`src/rtl/mp_add_seq_if.sv`:
```
// Bundle of the mp_add_seq input stream, adder hookup and output stream.
// MP_ADD_OVF_EN adds the out_ovf signal alongside the output stream.
interface mp_add_seq_if #(
  parameter int N  = 8,
  parameter int CW = 8
);
  // input word stream
  logic          in_valid;
  logic          in_ready;
  logic [N-1:0]  in_a;
  logic [N-1:0]  in_b;
  logic          in_cin;
  logic          in_last;

  // external ripple-carry adder
  logic [N-1:0]  add_a;
  logic [N-1:0]  add_b;
  logic          add_cin;
  logic [N-1:0]  add_sum;
  logic          add_cout;

  // registered output stream
  logic          out_valid;
  logic          out_ready;
  logic [N-1:0]  out_sum;
  logic          out_last;
  logic          out_cout;
  logic [CW-1:0] out_words;
`ifdef MP_ADD_OVF_EN
  logic          out_ovf;
`endif

  // Sequencer side.
  modport slave (
    input  in_valid, in_a, in_b, in_cin, in_last,
    output in_ready,
    output add_a, add_b, add_cin,
    input  add_sum, add_cout,
    output out_valid, out_sum, out_last, out_cout, out_words,
    input  out_ready
`ifdef MP_ADD_OVF_EN
    , output out_ovf
`endif
  );

  // Producer / adder / consumer side.
  modport master (
    output in_valid, in_a, in_b, in_cin, in_last,
    input  in_ready,
    input  add_a, add_b, add_cin,
    output add_sum, add_cout,
    input  out_valid, out_sum, out_last, out_cout, out_words,
    output out_ready
`ifdef MP_ADD_OVF_EN
    , input out_ovf
`endif
  );
endinterface

```
`src/rtl/mp_add_seq.sv`:
```
// Multi-precision add sequencer: streams word pairs through an external N-bit
// adder, chaining the carry. Optional signed overflow output under MP_ADD_OVF_EN.
module mp_add_seq #(
  parameter int N  = 8,
  parameter int CW = 8
) (
  input  logic        clk,
  input  logic        rst,
  mp_add_seq_if.slave bus
);

  localparam logic [0:0] IDLE  = 1'b0;
  localparam logic [0:0] CHAIN = 1'b1;

  logic [0:0]    state_q;
  logic          carry_q;
  logic [CW-1:0] cnt_q;
  logic [CW-1:0] cnt_inc;

  logic          out_valid_q;
  logic [N-1:0]  out_sum_q;
  logic          out_last_q;
  logic          out_cout_q;
  logic [CW-1:0] out_words_q;

  logic          accept;
  logic          add_cin_c;

  // Registered output stage without skid buffer: new word only when the
  // current one leaves (or there is none).
  assign bus.in_ready = !out_valid_q | bus.out_ready;
  assign accept       = bus.in_valid & bus.in_ready;

  assign bus.add_a   = bus.in_a;
  assign bus.add_b   = bus.in_b;
  assign bus.add_cin = add_cin_c;

  // NOTE: every always_comb output gets a default first so no path infers a latch.
  always_comb begin
    add_cin_c = bus.in_cin;
    if (state_q == CHAIN) add_cin_c = carry_q;
  end

  // Word count sticks at all-ones rather than wrapping on very long operands.
  assign cnt_inc = (&cnt_q) ? cnt_q : cnt_q + CW'(1);

  // NOTE: sequential state uses non-blocking assignments so every register
  // samples pre-edge values regardless of block ordering.
  always_ff @(posedge clk) begin
    if (rst) begin
      state_q <= IDLE;
      carry_q <= 1'b0;
      cnt_q   <= '0;
    end else if (accept) begin
      carry_q <= bus.add_cout;
      if (bus.in_last) begin
        state_q <= IDLE;
        cnt_q   <= '0;
      end else begin
        state_q <= CHAIN;
        cnt_q   <= cnt_inc;
      end
    end
  end

  always_ff @(posedge clk) begin
    if (rst) begin
      out_valid_q <= 1'b0;
      out_sum_q   <= '0;
      out_last_q  <= 1'b0;
      out_cout_q  <= 1'b0;
      out_words_q <= '0;
    end else if (accept) begin
      out_valid_q <= 1'b1;
      out_sum_q   <= bus.add_sum;
      out_last_q  <= bus.in_last;
      out_cout_q  <= bus.in_last & bus.add_cout;
      out_words_q <= bus.in_last ? cnt_inc : '0;
    end else if (bus.out_ready) begin
      out_valid_q <= 1'b0;
    end
  end

  assign bus.out_valid = out_valid_q;
  assign bus.out_sum   = out_sum_q;
  assign bus.out_last  = out_last_q;
  assign bus.out_cout  = out_cout_q;
  assign bus.out_words = out_words_q;

`ifdef MP_ADD_OVF_EN
  logic ovf_word;
  logic out_ovf_q;

  // Signed overflow is decided by the most-significant word only.
  assign ovf_word = (bus.in_a[N-1] == bus.in_b[N-1]) &
                    (bus.add_sum[N-1] != bus.in_a[N-1]);

  always_ff @(posedge clk) begin
    if (rst)         out_ovf_q <= 1'b0;
    else if (accept) out_ovf_q <= bus.in_last & ovf_word;
  end

  assign bus.out_ovf = out_ovf_q;
`endif

endmodule

```
`src/flat_wrapper.sv`:
```
// flat-port wrapper written by rule: the top's interface ports become plain ports
module mp_add_seq_flat 
#(
  parameter int N  = 8,
  parameter int CW = 8
)
  (clk, rst, bus_in_valid, bus_in_a, bus_in_b, bus_in_cin, bus_in_last, bus_in_ready, bus_add_a, bus_add_b, bus_add_cin, bus_add_sum, bus_add_cout, bus_out_valid, bus_out_sum, bus_out_last, bus_out_cout, bus_out_words, bus_out_ready);
  mp_add_seq_if #(.N(N), .CW(CW)) bus_i ();
  input  logic clk;
  input  logic rst;
  input wire logic [$bits(bus_i.in_valid)-1:0] bus_in_valid;
  input wire logic [$bits(bus_i.in_a)-1:0] bus_in_a;
  input wire logic [$bits(bus_i.in_b)-1:0] bus_in_b;
  input wire logic [$bits(bus_i.in_cin)-1:0] bus_in_cin;
  input wire logic [$bits(bus_i.in_last)-1:0] bus_in_last;
  output wire logic [$bits(bus_i.in_ready)-1:0] bus_in_ready;
  output wire logic [$bits(bus_i.add_a)-1:0] bus_add_a;
  output wire logic [$bits(bus_i.add_b)-1:0] bus_add_b;
  output wire logic [$bits(bus_i.add_cin)-1:0] bus_add_cin;
  input wire logic [$bits(bus_i.add_sum)-1:0] bus_add_sum;
  input wire logic [$bits(bus_i.add_cout)-1:0] bus_add_cout;
  output wire logic [$bits(bus_i.out_valid)-1:0] bus_out_valid;
  output wire logic [$bits(bus_i.out_sum)-1:0] bus_out_sum;
  output wire logic [$bits(bus_i.out_last)-1:0] bus_out_last;
  output wire logic [$bits(bus_i.out_cout)-1:0] bus_out_cout;
  output wire logic [$bits(bus_i.out_words)-1:0] bus_out_words;
  input wire logic [$bits(bus_i.out_ready)-1:0] bus_out_ready;
  assign bus_i.in_valid = bus_in_valid;
  assign bus_i.in_a = bus_in_a;
  assign bus_i.in_b = bus_in_b;
  assign bus_i.in_cin = bus_in_cin;
  assign bus_i.in_last = bus_in_last;
  assign bus_in_ready = bus_i.in_ready;
  assign bus_add_a = bus_i.add_a;
  assign bus_add_b = bus_i.add_b;
  assign bus_add_cin = bus_i.add_cin;
  assign bus_i.add_sum = bus_add_sum;
  assign bus_i.add_cout = bus_add_cout;
  assign bus_out_valid = bus_i.out_valid;
  assign bus_out_sum = bus_i.out_sum;
  assign bus_out_last = bus_i.out_last;
  assign bus_out_cout = bus_i.out_cout;
  assign bus_out_words = bus_i.out_words;
  assign bus_i.out_ready = bus_out_ready;
  mp_add_seq #(.N(N), .CW(CW)) u_core (.clk(clk), .rst(rst), .bus(bus_i));
endmodule
```
`config.mk`:
```
export PLATFORM = sky130hd
export DESIGN_NAME = mp_add_seq_flat
export DESIGN_NICKNAME = d
export VERILOG_FILES = /design/src/rtl/mp_add_seq_if.sv /design/src/rtl/mp_add_seq.sv /design/src/flat_wrapper.sv
export SDC_FILE = /design/constraint.sdc
export NUM_CORES = 1
export LEC_CHECK = 0
export BUFFER_PORTS_ARGS = -buffer_cell sky130_fd_sc_hd__buf_2
export CAP_MARGIN = 20
export CORE_MARGIN = 2
export CORE_UTILIZATION = 33
export DETAILED_ROUTE_END_ITERATION = 10
export HOLD_SLACK_MARGIN = 0.02
export PLACE_DENSITY_LB_ADDON = 0.1
export REMOVE_ABC_BUFFERS = 1
export SETUP_SLACK_MARGIN = 0.4
export SYNTH_ARGS = -nofsm -noshare
export SYNTH_HDL_FRONTEND = slang
export SYNTH_SLANG_ARGS = --single-unit
```
`constraint.sdc`:
```
create_clock -name clk -period 4 [get_ports clk]
set_input_delay 0.4 -clock clk [delete_from_list [all_inputs] [get_ports clk]]
set_output_delay 0.4 -clock clk [all_outputs]
set_load 0.02 [all_outputs]
```
# After elaboration in Yosys (flattened, before gate mapping)
# Index checks and enable logic that the tools add are counted.
# word_totals
input_bits,31
out_inout_bits,37
word_cells,22
regBits,29
# classes
n_reduce_logical,3
mux,7
n_bitwise,3
addsub,1
# ops
op,count
$mux 8,3
$add 8x1->8 const B,1
$reduce_and 8->1,1
$mux 1,4
$and 1x1->1,2
$reduce_bool 2->1,1
$logic_not 1->1,1
$or 1x1->1,1

# Longest topological paths before layout
# Gate-level depths: netlist (run 1).
# logic_depth
word_depth,4
depth_mapped,6
depth_no_buf,5

# Worst setup path before layout (run 1)
# No wires, ideal clock.
# synth_path
path_kind,reg-to-reg
from,register u_core.cnt_q[0]
to,"register u_core.out_words_q[1], in the netlist u_core.bus.out_words[1]"
path_stages_with_launch,6
t_arrival_ns,1.447
setup_slack_ns,2.437
path_buffers,0
setup_ns,0.117
period_less_slack_ns,1.563
required_time_ns,3.883
cell_sequence,dfxtp_1 -> ha_1 -> and4_4 -> nand2_4 -> mux2_4 -> a22o_1
# synth_via
elab_chain_len,3
word_cells_on_any_way,4
classes_between,add/sub (1); mux (2); reduce/logical (1)
# synth_rtl
element,line,source
"start, declared",mp_add_seq.sv:17,logic [CW-1:0] cnt_q;
"start signal, assigned",mp_add_seq.sv:61,cnt_q <= cnt_inc;
$add 8x1->8 or $reduce_and 8->1 (tied branches),mp_add_seq.sv:45,assign cnt_inc = (&cnt_q) ? cnt_q : cnt_q + CW'(1);
$mux 8 *,mp_add_seq.sv:45,
$mux 8 *,mp_add_seq.sv:78,out_words_q <= bus.in_last ? cnt_inc : '0;
"end signal, assigned",mp_add_seq.sv:78,
"end, declared",mp_add_seq.sv:24,logic [CW-1:0] out_words_q;
# Mark *: on every way between the ends. The rest lies on a longest branch, timed or not.
# A chain may end at the register's enable or synchronous reset.

# Worst setup path in the final report (run 1)
# Same ends and word-level chain as after synthesis.

==> results of run 1 <==
[power by group through the flow]
stage          logic [mW]  registers, mW  clock network [mW]
6_report           0.0622          0.303               0.244
5_1_grt            0.0687          0.305               0.265
3_5_place_dp       0.0632          0.310                   0
4_1_cts            0.0633          0.303               0.249
3_3_place_gp       0.0616          0.309                   0
2_1_floorplan      0.0270          0.318                   0
[cells by family (layout without fill, tap and decap cells)]
kind of cell	after synthesis	in the layout
AO/OA/AOI/OAI	41	41
AND/OR/NAND/NOR	57	57
buffers and inverters	27	44
multiplexers	3	3
adder cells (fa/ha/maj)	1	1
flip-flops	29	29
XOR/XNOR	1	1
[metal layers]
layer	vias to the layer above	wire (um)	part of all wire
met2	55	1497	0.44
met3	12	347	0.10
met1	515	1441	0.43
met5	-	0	0
li1	579	-	-
met4	0	96	0.028
[registers in the layout (all words and copies together), names as in the netlist]
register / flops
u_core.bus.out_sum: 8
u_core.bus.out_words: 8
u_core.cnt_q: 8
u_core.bus.out_cout: 1
u_core.bus.out_last: 1
u_core.bus.out_valid: 1
u_core.carry_q: 1
u_core.state_q: 1
[layout by cell type (no fill, tap or decap), types with 2 or more instances in the layout]
| master | synthesis | routed |
|---|---|---|
| clkbuf_8 | 0 | 6 |
| a32o_1 | 3 | 3 |
| o21ai_0 | 2 | 2 |
| nor2_1 | 5 | 5 |
| nand3_1 | 5 | 5 |
| a21oi_1 | 21 | 21 |
| nand4_1 | 4 | 4 |
| nor3_1 | 4 | 4 |
| dfxtp_1 | 29 | 29 |
| a22o_1 | 4 | 4 |
| nand2_1 | 27 | 27 |
| o21a_1 | 2 | 2 |
| a31oi_1 | 2 | 2 |
| inv_1 | 2 | 2 |
| and4_4 | 2 | 2 |
| buf_2 | 2 | 35 |
| and2_4 | 2 | 2 |
| a31o_2 | 2 | 2 |
[per-stage QoR]
stage	instances	area (sq um)
2_1_floorplan	134	1215
3_3_place_gp	219	1453
3_5_place_dp	219	1453
4_1_cts	226	1539
5_1_grt	226	1539
6_report	226	1539
[critical path: cells and delay by family, from the launching register on]
family                   cells  cell delay (ns)
AND/OR/NAND/NOR              2             0.37
multiplexers                 1             0.29
flip-flops                   1             0.45
AO/OA/AOI/OAI                1             0.19
adder cells (fa/ha/maj)      1             0.30
[final timing paths]
| kind | slack (ns) | end | depth (start not counted) | from |
|---|---|---|---|---|
| worst min-delay path | 0.35 | u_core.bus.out_sum[4] | 3 | bus_add_sum[4] |
| worst min register to register | 0.45 | u_core.bus.out_last | 2 | u_core.bus.out_last |
| worst max-delay path | 2.29 | u_core.bus.out_words[1] | 5 | u_core.cnt_q[0] |
| worst max register to register | 2.29 | u_core.bus.out_words[1] | 5 | u_core.cnt_q[0] |
[area by class of cell]
| cell class | instances | area [sq um] |
|---|---|---|
| inverter | 2 | 7.507 |
| tap | 50 | 62.56 |
| timing repair buffer | 35 | 175.2 |
| sequential | 29 | 580.6 |
| fill | 431 | 2490 |
| clock buffer | 7 | 86.33 |
| multi-input combinational | 103 | 626.9 |
==> impl_metrics.json, run 1 <==
{
  "final_nets": 208,
  "vias": 1161,
  "dr.first_iter.drc_count": 50,
  "grt_pass1_wl_um": 5264,
  "min-delay-path-class": "in2reg",
  "switching_share": 0.2505,
  "core_sq_um": 4029,
  "syn_area_sq_um": 1394,
  "avgRoutedWirePerCell_um": 14.97,
  "grt_use_met2": 0.2272,
  "io_pins": 68,
  "die_h_um": 68.99,
  "grt.total_usage": 0.1567,
  "fin_tns_setup_ns": 0,
  "crit_slowest_cell": "dfxtp_1",
  "drtPass1Iterations": 4,
  "initial_core_util": 0.3460,
  "root_buffer": "clkbuf_8",
  "clock-sinks": 29,
  "synth_simple_gate_area_share": 0.2110,
  "grt.met3_usage": 0.08279,
  "syn2layout_area_growth_pct": 10.41,
  "cts_buffers": 5,
  "synth.mux.area_fraction": 0.02603,
  "synth_top_family_by_area": "simple AND/OR/NAND/NOR gates",
  "htree_levels": 2,
  "power.density_nw_per_um2": 395.9,
  "yosysMostFrequentCell": "dfxtp_1",
  "synthFlopType": "dfxtp_1",
  "yosysTopAreaCell": "dfxtp_1",
  "place_congestion": 0.8740,
  "tightest_slew_ns": 0.5796,
  "grt-ovfl-total": 0,
  "drt_wl_total_um": 3383,
  "clockPowerShare": 0.400,
  "post-cts-setup-buffers": 0,
  "avgSynthCellArea_sq_um": 8.766,
  "diodes": 0,
  "synth-xor-area-share": 0.006284,
  "pwr-share-comb": 0.102,
  "hold_slack_ns": 0.3465,
  "utilization": 0.3820,
  "period_minus_slack_ns": 1.710,
  "clkLatencyLatePin_ns": 0.28,
  "skew_ns": 0.004672,
  "clkSlewWorstSetupHoldPaths_ns": 0.06,
  "finalSetupViolCount": 0,
  "holdBufCountCts": 0,
  "status": "finished, final reports clean",
  "synthTopCellsByArea": "dfxtp_1 42%, buf_4 11%, a21oi_1 7.5%",
  "p_leak_nw": 0.6595,
  "crit_fanout": 7,
  "rows": 23,
  "totalPowerFinal_uw": 609.3,
  "worst-endpoint-required_ns": 4.18,
  "critPathCaptureType": "flip-flop",
  "place_ws_ns": 2.325,
  "cts_resized": 0,
  "cts_max_path_buffers": 2,
  "port_buffers": 35,
  "synthTopCellsByCount": "29 x dfxtp_1, 27 x nand2_1, 21 x a21oi_1",
  "async_flop_share": 0,
  "p_seq_frac": 0.498,
  "fp.dieW_um": 68.99,
  "drtAntennaViolNets": 0,
  "cap_violations": 0,
  "max_slew_margin": 0.6127,
  "grt_antenna_before_repair": 0,
  "fmax_ghz": 0.5846,
  "slowest_delay_ns": 0.45,
  "synth_edf_count": 0,
  "met1_usage": 0.1771,
  "grt_busiest_layer": "met2",
  "cp_cell_sequence": "ha_1 -> and4_4 -> nand2_4 -> mux2_4 -> a22o_1",
  "drc": 0,
  "yosysWarnings": 0,
  "grt_max_degree": 25,
  "vias_per_cell": 5.137,
  "ys_types": 38,
  "synth_fa_ha_area_frac": 0.008977,
  "power.switching_uw": 152.6,
  "critPathLaunchType": "flip-flop",
  "period_share": 0.4276,
  "cts_tree": "yes",
  "drive_gt1_frac": 0.3068,
  "intPower_uw": 456.7,
  "hold_viol_final": 0,
  "setup_slack_ns": 2.290,
  "synth_compound_area_frac": 0.1975,
  "critical_path_arrival_ns": 1.89,
  "syn-instance-count": 159,
  "critPathKind": "reg2reg",
  "ys_ff_latch": 29,
  "finalMaxSlewViolations": 0,
  "die_area_sq_um": 4760,
  "rsz0062_at_grt": "no",
  "vdd_drop_max_mv": 0.1670,
  "place_hpwl_um": 2317,
  "seq_area_frac_synth": 0.4165,
  "first_global_vias": 1114,
  "synth_top_area_frac": 0.4165
}
Note: power is estimated with default switching activity, not from simulation.
==> inputs of run 2 (changes only) <==
- clock period: 4 -> 1.5 ns (I/O delays scaled with it)
==> run 2 against run 1 <==
Net effect:
- total power grew to 2.7 times the previous value
- critical endpoint unchanged
- non-clock buffer count is 16 higher
- critical path type unchanged
- largest power group unchanged
- highest routed layer unchanged
- clock-buffer cell count unchanged
- clock skew grew 0.0039 ns
- via count grew 8.4%
- clock power grew to 2.6 times the previous value
- wire length up 9.1%
- global-route usage grew 1.8 points
- die area did not move
- register-to-register slack lost 2.2 ns
==> impl_metrics.json, run 2 (synthesized netlist as in run 1, its figures left out) <==
{
  "status": "finished, final reports clean",
  "setup_slack_ns": 0.1119,
  "grt.met3_usage": 0.09903,
  "first_global_vias": 1227,
  "fmax_ghz": 0.7204,
  "crit_fanout": 4,
  "critPathLaunchType": "flip-flop",
  "die_area_sq_um": 4760,
  "critical_path_arrival_ns": 1.56,
  "place_hpwl_um": 2707,
  "utilization": 0.4366,
  "grt_max_degree": 18,
  "final_common_cell": "buf_2",
  "root_buffer": "clkbuf_8",
  "cts_buffers": 5,
  "worstHoldPathCells": 3,
  "multiInputGateArea_sq_um": 689.4,
  "clkLatencyLatePin_ns": 0.28,
  "clkSlewWorstSetupHoldPaths_ns": 0.06,
  "period_share": 0.9254,
  "regArea_sq_um": 593.1,
  "grt.total_usage": 0.1746,
  "worst-endpoint-required_ns": 1.67,
  "cap_violations": 0,
  "drt_wl_total_um": 3692,
  "rr_worst_depth": 5,
  "hold_viol_final": 0,
  "hp-start": "bus_add_sum[6]",
  "clock-sinks": 29,
  "r2r_slack_ns": 0.11,
  "rsz0062_at_grt": "yes",
  "io_pins": 68,
  "skew_ns": 0.008543,
  "vias_per_cell": 5.198,
  "finalMaxSlewViolations": 0,
  "finalSetupViolCount": 0,
  "grt_use_met2": 0.2632,
  "avgRoutedWirePerCell_um": 15.26,
  "layout_common_cells": "34 x buf_2, 25 x nand2_1, 21 x dfxtp_1",
  "vdd_drop_max_mv": 0.4897,
  "r2r_start": "u_core.cnt_q[0]",
  "port_buffers": 35,
  "critPathKind": "reg2reg",
  "final_nets": 224,
  "dr.first_iter.drc_count": 32,
  "tightest_slew_ns": 0.2778,
  "worst-path-buf-inv": 0,
  "core_sq_um": 4029,
  "place_ws_ns": 0.01103,
  "worstHoldEndpoint": "u_core.bus.out_sum[6]",
  "vias": 1258,
  "fillers": 427,
  "cts_max_path_buffers": 2,
  "place_congestion": 0.7806,
  "max_slew_margin": 0.8145,
  "drive_gt1_frac": 0.4583,
  "grt_antenna_before_repair": 0,
  "min-delay-path-class": "in2reg",
  "power.density_nw_per_um2": 939.5,
  "drtPass1Iterations": 4,
  "grt_busiest_layer": "met2",
  "r2r_end": "u_core.bus.out_words[1]",
  "crit_slowest_cell": "dfxtp_4",
  "holdBufCountCts": 0,
  "rows": 23,
  "die_h_um": 68.99,
  "met1_usage": 0.1953,
  "totalPowerFinal_mw": 1.653,
  "slowest_delay_ns": 0.37,
  "p_leak_nw": 0.7668,
  "cp_cell_sequence": "ha_4 -> and4_4 -> nand2_4 -> mux2_4 -> a22o_1",
  "diodes": 0,
  "path_delay_family": "flip-flops",
  "grt-ovfl-total": 0,
  "syn2layout_area_growth_pct": 26.21,
  "fp.dieW_um": 68.99,
  "drc": 0,
  "cts_tree": "yes",
  "critPathCaptureType": "flip-flop",
  "initial_core_util": 0.3460,
  "period_minus_slack_ns": 1.388,
  "htree_levels": 2,
  "drtAntennaViolNets": 0,
  "grt_pass1_wl_um": 5823
}
-- run 2: how the worst max path moves through the flow --
| stage | start | end | depth (start not counted) |
|---|---|---|---|
| after floorplan | u_core.cnt_q[0] | u_core.bus.out_words[1] | 5 |
| after global placement | u_core.cnt_q[0] | u_core.cnt_q[0] | 5 |
| after detailed placement | u_core.cnt_q[0] | u_core.cnt_q[0] | 5 |
| after CTS | u_core.cnt_q[1] | u_core.bus.out_words[5] | 5 |
| after global routing | u_core.cnt_q[0] | u_core.cnt_q[0] | 5 |
| final | u_core.cnt_q[0] | u_core.bus.out_words[1] | 5 |
-- run 2: routing by layer --
layer	vias to the layer above	share of wire
met3	11	0.099
li1	612	-
met2	52	0.46
met1	583	0.41
met4	0	0.026
met5	-	0
-- run 2: per-stage QoR --
| stage | TNS (ns) | std cells | hold WS [ns] | area (sq um) |
|---|---|---|---|---|
| after global placement | 0 | 232 | 0.3001 | 1550 |
| after floorplan | -0.06359 | 134 | 0.2124 | 1215 |
| after CTS | 0 | 241 | 0.1007 | 1718 |
| final | 0 | 242 | 0.1132 | 1759 |
| after global routing | 0 | 242 | 0.1089 | 1759 |
| after detailed placement | 0 | 232 | 0.3001 | 1550 |
-- run 2: what timing repair did --
action / CTS / global route
endpoints found under the setup margin: 29 / 28
setup buffers: 2 / 1
pin swaps: 13 / 5
resized for setup: 20 / 12
-- run 2: area by class of cell --
type,count,share of cell area
multi-input combinational,103,0.3919
sequential,29,0.3371
timing repair buffer,51,0.1821
clock buffer,7,0.04908
tap,50,0.03556
inverter,2,0.004267
-- run 2: report_power, final --
part / switching (mW) / total, mW / internal [mW]
Combinational: 0.118 / 0.208 / 0.0897
Clock: 0.272 / 0.635 / 0.363
Sequential: 0.0144 / 0.810 / 0.795
Total: 0.405 / 1.65 / 1.25
-- run 2: worst reg2reg max path, cell delays in order (launching register included) --
cell and delay, ns:
dfxtp_4 0.37, ha_4 0.13, and4_4 0.24, nand2_4 0.07, mux2_4 0.30, a22o_1 0.17
